**config.mk**
```make
export PLATFORM = sky130hd
export DESIGN_NAME = fir_symbol_source
export DESIGN_NICKNAME = d
export VERILOG_FILES = /design/src/rtl/fir_symbol_source.sv
export SDC_FILE = /design/constraint.sdc
export NUM_CORES = 1
export LEC_CHECK = 0
export BUFFER_PORTS_ARGS = -buffer_cell sky130_fd_sc_hd__buf_2
export CORE_ASPECT_RATIO = 2
export CORE_UTILIZATION = 54
export DETAILED_ROUTE_END_ITERATION = 8
export PLACE_DENSITY = 0.77
export SYNTH_ARGS = -nofsm -noshare
export SYNTH_HDL_FRONTEND = slang
export SYNTH_SLANG_ARGS = --single-unit
```
**constraint.sdc**
```tcl
create_clock -name iClk_12MHz -period 2.3 [get_ports iClk_12MHz]
set_clock_uncertainty 0.2 [all_clocks]
set_input_delay 0.23 -clock iClk_12MHz [delete_from_list [all_inputs] [get_ports iClk_12MHz]]
set_output_delay 0.23 -clock iClk_12MHz [all_outputs]
set_load 0.01 [all_outputs]
```
**src/rtl/fir_symbol_source.sv**
```systemverilog
// rtl/fir_symbol_source.sv - 2B1Q symbol source feeding the FIR pulse shaper
// Buffers 2-bit words, maps them to 2B1Q levels and zero-stuffs by OSR on a divided sample strobe.
module fir_symbol_source #(
  parameter int CLK_DIV    = 20,
  parameter int OSR        = 3,
  parameter int FIFO_DEPTH = 2
) (
  input  logic        iClk_12MHz,
  input  logic        iRst,
  input  logic        iEnable,
  input  logic        iBitValid,
  input  logic [1:0]  iBitData,
  output logic        oBitReady,
  output logic        oEnSample_600kHz,
  output logic [2:0]  oFirIn,
  output logic        oUnderflow,
  output logic [15:0] oSymCnt
);

  localparam int DIV_W = (CLK_DIV > 1) ? $clog2(CLK_DIV) : 1;
  localparam int PH_W  = (OSR > 1) ? $clog2(OSR) : 1;
  localparam int PTR_W = (FIFO_DEPTH > 1) ? $clog2(FIFO_DEPTH) : 1;
  localparam int CNT_W = $clog2(FIFO_DEPTH + 1);

  localparam logic [DIV_W-1:0] DIV_LAST = DIV_W'(CLK_DIV - 1);
  localparam logic [PH_W-1:0]  PH_LAST  = PH_W'(OSR - 1);
  localparam logic [PTR_W-1:0] PTR_LAST = PTR_W'(FIFO_DEPTH - 1);
  localparam logic [CNT_W-1:0] CNT_FULL = CNT_W'(FIFO_DEPTH);

  logic [DIV_W-1:0] div_q, div_d;
  logic [PH_W-1:0]  phase_q, phase_d;
  logic             strobe_q, strobe_d;
  logic [2:0]       fir_q, fir_d;
  logic             uf_q, uf_d;
  logic [15:0]      sym_cnt_q, sym_cnt_d;
  logic [1:0]       mem_q [FIFO_DEPTH];
  logic [PTR_W-1:0] wr_ptr_q, wr_ptr_d;
  logic [PTR_W-1:0] rd_ptr_q, rd_ptr_d;
  logic [CNT_W-1:0] count_q, count_d;

  logic tick;
  logic slot;
  logic push;
  logic pop;

  // Sign bit selects polarity, magnitude bit clear selects the outer level.
  function automatic logic [2:0] map_2b1q(input logic [1:0] w);
    logic [2:0] s;
    case (w)
      2'b10:   s = 3'b011;
      2'b11:   s = 3'b001;
      2'b01:   s = 3'b111;
      default: s = 3'b101;
    endcase
    return s;
  endfunction

  assign tick      = iEnable && (div_q == DIV_LAST);
  assign slot      = tick && (phase_q == '0);
  assign oBitReady = (count_q < CNT_FULL);
  assign push      = iBitValid && oBitReady;
  // Uses the registered count, so a word arriving on the slot edge waits for the next slot.
  assign pop       = slot && (count_q != '0);

  always_comb begin
    div_d     = div_q;
    phase_d   = phase_q;
    strobe_d  = tick;
    fir_d     = fir_q;
    uf_d      = slot && (count_q == '0);
    sym_cnt_d = sym_cnt_q;
    wr_ptr_d  = wr_ptr_q;
    rd_ptr_d  = rd_ptr_q;
    count_d   = count_q;

    if (!iEnable) begin
      div_d   = '0;
      phase_d = '0;
      fir_d   = '0;
    end else begin
      div_d = (div_q == DIV_LAST) ? '0 : div_q + DIV_W'(1);
      if (tick) begin
        phase_d = (phase_q == PH_LAST) ? '0 : phase_q + PH_W'(1);
        fir_d   = pop ? map_2b1q(mem_q[rd_ptr_q]) : 3'b000;
      end
    end

    if (pop) begin
      sym_cnt_d = sym_cnt_q + 16'd1;
      rd_ptr_d  = (rd_ptr_q == PTR_LAST) ? '0 : rd_ptr_q + PTR_W'(1);
    end
    if (push) begin
      wr_ptr_d = (wr_ptr_q == PTR_LAST) ? '0 : wr_ptr_q + PTR_W'(1);
    end
    case ({push, pop})
      2'b10:   count_d = count_q + CNT_W'(1);
      2'b01:   count_d = count_q - CNT_W'(1);
      default: count_d = count_q;
    endcase
  end

  always_ff @(posedge iClk_12MHz or posedge iRst) begin
    if (iRst) begin
      div_q     <= '0;
      phase_q   <= '0;
      strobe_q  <= 1'b0;
      fir_q     <= '0;
      uf_q      <= 1'b0;
      sym_cnt_q <= '0;
      wr_ptr_q  <= '0;
      rd_ptr_q  <= '0;
      count_q   <= '0;
      for (int i = 0; i < FIFO_DEPTH; i++) begin
        mem_q[i] <= '0;
      end
    end else begin
      div_q     <= div_d;
      phase_q   <= phase_d;
      strobe_q  <= strobe_d;
      fir_q     <= fir_d;
      uf_q      <= uf_d;
      sym_cnt_q <= sym_cnt_d;
      wr_ptr_q  <= wr_ptr_d;
      rd_ptr_q  <= rd_ptr_d;
      count_q   <= count_d;
      if (push) begin
        mem_q[wr_ptr_q] <= iBitData;
      end
    end
  end

  assign oEnSample_600kHz = strobe_q;
  assign oFirIn           = fir_q;
  assign oUnderflow       = uf_q;
  assign oSymCnt          = sym_cnt_q;

endmodule

```
==> run_results.csv <==
group,metric,value,unit
power,power.leakage,1.005,nW
synth,synth_warnings,0,
timing,setup_viol_count_final,0,
timing,setup_ws,0.2056,ns
worst_setup_path,worst_path_most_repeated_cell,"ha_1",
detailed_routing,viasPerCell,5.488,
detailed_routing,routed_wl,3.098,mm
placed_design,io_buffers,27,
cts,cts-resized-gates,0,
synth,ys_ff_latch,36,
die,num_rows,27,
cts,cts_num_sinks,36,
layout,final-seq-area,900.9,um2
cts,clk_latency,0.29,ns
layout,fin_area,1884,um2
timing,final.min_clock_period,2.094,ns
outcome,status,"completed",
timing,drv_slew,0,
worst_setup_path,cp.required,2.32,ns
cts,numCtsBuffers,5,
global_routing,grt_pass1_wl,5.250,mm
synth,syn_nets,149,
layout,multiInputGateArea,655.6,um2
worst_setup_path,cp.arrival,2.11,ns
timing,timing.hold.ws,0.04044,ns
die,die_x,40.50,um
detailed_routing,drt_drc_violations_left,0,
cts,clkTransAtPathRegs,0.07,ns
synth,postSynthCellCount,140,
timing,period_share,0.9106,
cts,clock-root-buffer,"clkbuf_8",
synth,ys_seq_area_frac,0.5629,
placed_design,place.gp.congestion,0.7358,
worst_setup_path,crit_path_cell_trace,"ha_1, and4bb_2, o2111ai_4, inv_1, ha_1, nor2_1, xnor2_1",
layout,antenna_cells,0,
global_routing,antenna_found_initial,0,
global_routing,overflow,0,
worst_setup_path,cp_max_fo,10,
power,ir_drop,0.5119,mV
worst_setup_path,crit_family,"adder cells",
timing,fin_tns_setup,0,ns
timing,worstMarginPinSlew,0.4455,ns
timing,hold_viol_final,0,
timing,clock.fmax,477.5,MHz
worst_setup_path,cp-end-kind,"flip-flop",
die,core,2770,um2
placed_design,place_ws,0.1948,ns
timing,rsz0062_at_grt,"no",
layout,utilization,0.6802,
global_routing,grt_max_degree,37,
worst_setup_path,cp-start-kind,"flip-flop",
job,max_cap_viol_count,0,
die,die_h,78.99,um
layout,nFillCells,231,
timing,slew_headroom,0.7030,
detailed_routing,drt-pass1-iter-count,3,
detailed_routing,drtAntennaViolNets,0,
placed_design,hpwl,2.316,mm
cts,clockBufferDepth,2,
layout,drive_gt1_frac,0.2360,
synth,syn_area_per_cell,11.43,um2
global_routing,grt_usage,0.2446,
worst_setup_path,crit_buf_inv,1,
cts,cts-htree-levels,2,
layout,syn_to_final_growth,17.75,%
global_routing,grt_pass1_vias,1178,
detailed_routing,wl_per_cell,14.97,um
detailed_routing,routed-via-count,1136,
worst_setup_path,worstSetupPathType,"flip-flop to flip-flop",
cts,tritoncts,"built",
layout,nets,187,
die,die_area,3199,um2
power,power_density,581.6,nW/um2
worst_setup_path,critPathSlowestCell,"dfrtp_1",
die,start_util,0.5777,
detailed_routing,drt-initial-drc-count,53,
placed_design,place_area,1777,um2
die,ios,28,
synth,ys_types,28,
hold_path,hold_class,"primary input to flip-flop",
worst_setup_path,max_stage_delay,0.40,ns
synth,synthesis.area,1600,um2
[state kept, by name (all words and copies together) (netlist names)]
name and count:
rd_ptr_q 1, oFirIn 3, oSymCnt 16, wr_ptr_q 1, count_q 2, div_q 5, oUnderflow 1, oEnSample_600kHz 1
phase_q 2, mem_q 4
[worst reg2reg max path, stage by stage (launching register included)]
cell and delay (ns):
dfrtp_1 0.40, ha_1 0.25, and4bb_2 0.27, o2111ai_4 0.18, inv_1 0.11, ha_1 0.32
nor2_1 0.16, xnor2_1 0.13
[cells in the final DEF, fill, tap and decap left out]
| cell | instances |
|---|---|
| nand4_1 | 3 |
| buf_2 | 27 |
| o21ai_0 | 3 |
| nand2_1 | 18 |
| o2111ai_4 | 1 |
| and4bb_2 | 1 |
| clkbuf_1 | 1 |
| buf_4 | 3 |
| or3_1 | 1 |
| nor4_1 | 4 |
| clkinv_2 | 1 |
| nand3_1 | 6 |
| o31ai_1 | 1 |
| ha_1 | 3 |
| dfrtp_1 | 36 |
| nor2b_1 | 2 |
| inv_1 | 7 |
| and3_1 | 2 |
| and2_1 | 3 |
| dlygate4sd3_1 | 3 |
| nor3_1 | 6 |
| nor4b_1 | 1 |
| a22oi_1 | 1 |
| xnor2_1 | 13 |
| a21oi_1 | 1 |
| a22o_1 | 1 |
| mux2i_1 | 2 |
| xor2_1 | 11 |
| and2b_1 | 1 |
| mux2_2 | 4 |
| clkbuf_8 | 5 |
| nor2_1 | 6 |
[Yosys cell counts]
master     number  area (um2)
dfrtp_1        36       900.9
nor4b_1         1       8.760
nand2_1        18       67.56
a22o_1          1       8.760
ha_1            3       37.54
a21oi_1         1       5.000
and2_1          3       18.77
xor2_1         11       96.34
inv_1           7       26.28
mux2_2          4       45.04
and4bb_2        1       12.51
and2b_1         1       7.510
and3_1          2       12.51
nor2b_1         2       12.51
mux2i_1         2       20.02
clkbuf_8        1       13.76
nor3_1          6       30.03
nor4_1          4       25.02
xnor2_1        13       113.9
nor2_1          6       22.52
or3_1           1       6.260
o2111ai_4       1       26.28
a22oi_1         1       7.510
nand3_1         6       30.03
clkbuf_1        1       3.750
nand4_1         3       18.77
o21ai_0         3       15.01
o31ai_1         1       7.510
[through the flow]
stage	power (mW)	std cells
4_1_cts	1.114	207
6_report	1.096	207
5_1_grt	1.143	207
2_1_floorplan	0.6754	140
3_5_place_dp	0.6904	197
3_3_place_gp	0.6874	197
[metal layers]
| layer | share of wire | global-route usage | vias to the layer above |
|---|---|---|---|
| li1 | - | - | 543 |
| met1 | 0.38 | 0.2635 | 566 |
| met2 | 0.56 | 0.4016 | 21 |
| met3 | 0.035 | 0.07263 | 6 |
| met4 | 0.024 | 0.1233 | 0 |
| met5 | 0 | 0 | - |
[layout make-up]
| cell class | count | share of cell area |
|---|---|---|
| inverter | 7 | 0.01394 |
| tap | 29 | 0.01926 |
| sequential | 36 | 0.4781 |
| multi-input combinational | 95 | 0.3479 |
| clock inverter | 1 | 0.002656 |
| timing repair buffer | 33 | 0.09960 |
| clock buffer | 6 | 0.03851 |
[repair_timing]
action                    CTS  global route
setup buffers               0             0
hold endpoints to repair   40             0
hold buffers                3             0
[cells by family after synthesis]
family          count (synthesis)  synth area share
simple gates                   54            0.1704
flops                          36            0.5629
xor+xnor                       24            0.1314
buf+inv                         9           0.02736
compound gates                  8           0.04379
mux                             6           0.04066
fa+ha+maj                       3           0.02346
[path summary, 6_finish.rpt]
check | start | endpoint | slack [ns] | cells after the start
worst max-delay path | div_q[0]$_DFF_PP0_ | count_q[1]$_DFFE_PP0P_ | 0.21 | 7
worst min-delay path | iEnable | div_q[3]$_DFF_PP0_ | 0.04 | 2
worst max register to register | div_q[0]$_DFF_PP0_ | count_q[1]$_DFFE_PP0P_ | 0.21 | 7
worst min register to register | oSymCnt[5]$_DFFE_PP0P_ | oSymCnt[5]$_DFFE_PP0P_ | 0.28 | 1
max in group asynchronous | iRst | mem_q[0]$_DFFE_PP0P_ | 1.19 | 4
min in group asynchronous | iRst | oUnderflow$_DFF_PP0_ | 0.39 | 4
[power breakdown]
group | total (mW) | switching, mW | internal (mW)
sequential | 0.644 | 0.00558 | 0.639
clock | 0.415 | 0.210 | 0.206
combinational | 0.0365 | 0.0219 | 0.0146
total | 1.10 | 0.237 | 0.859
No activity file was read; power rests on OpenSTA's default activity.
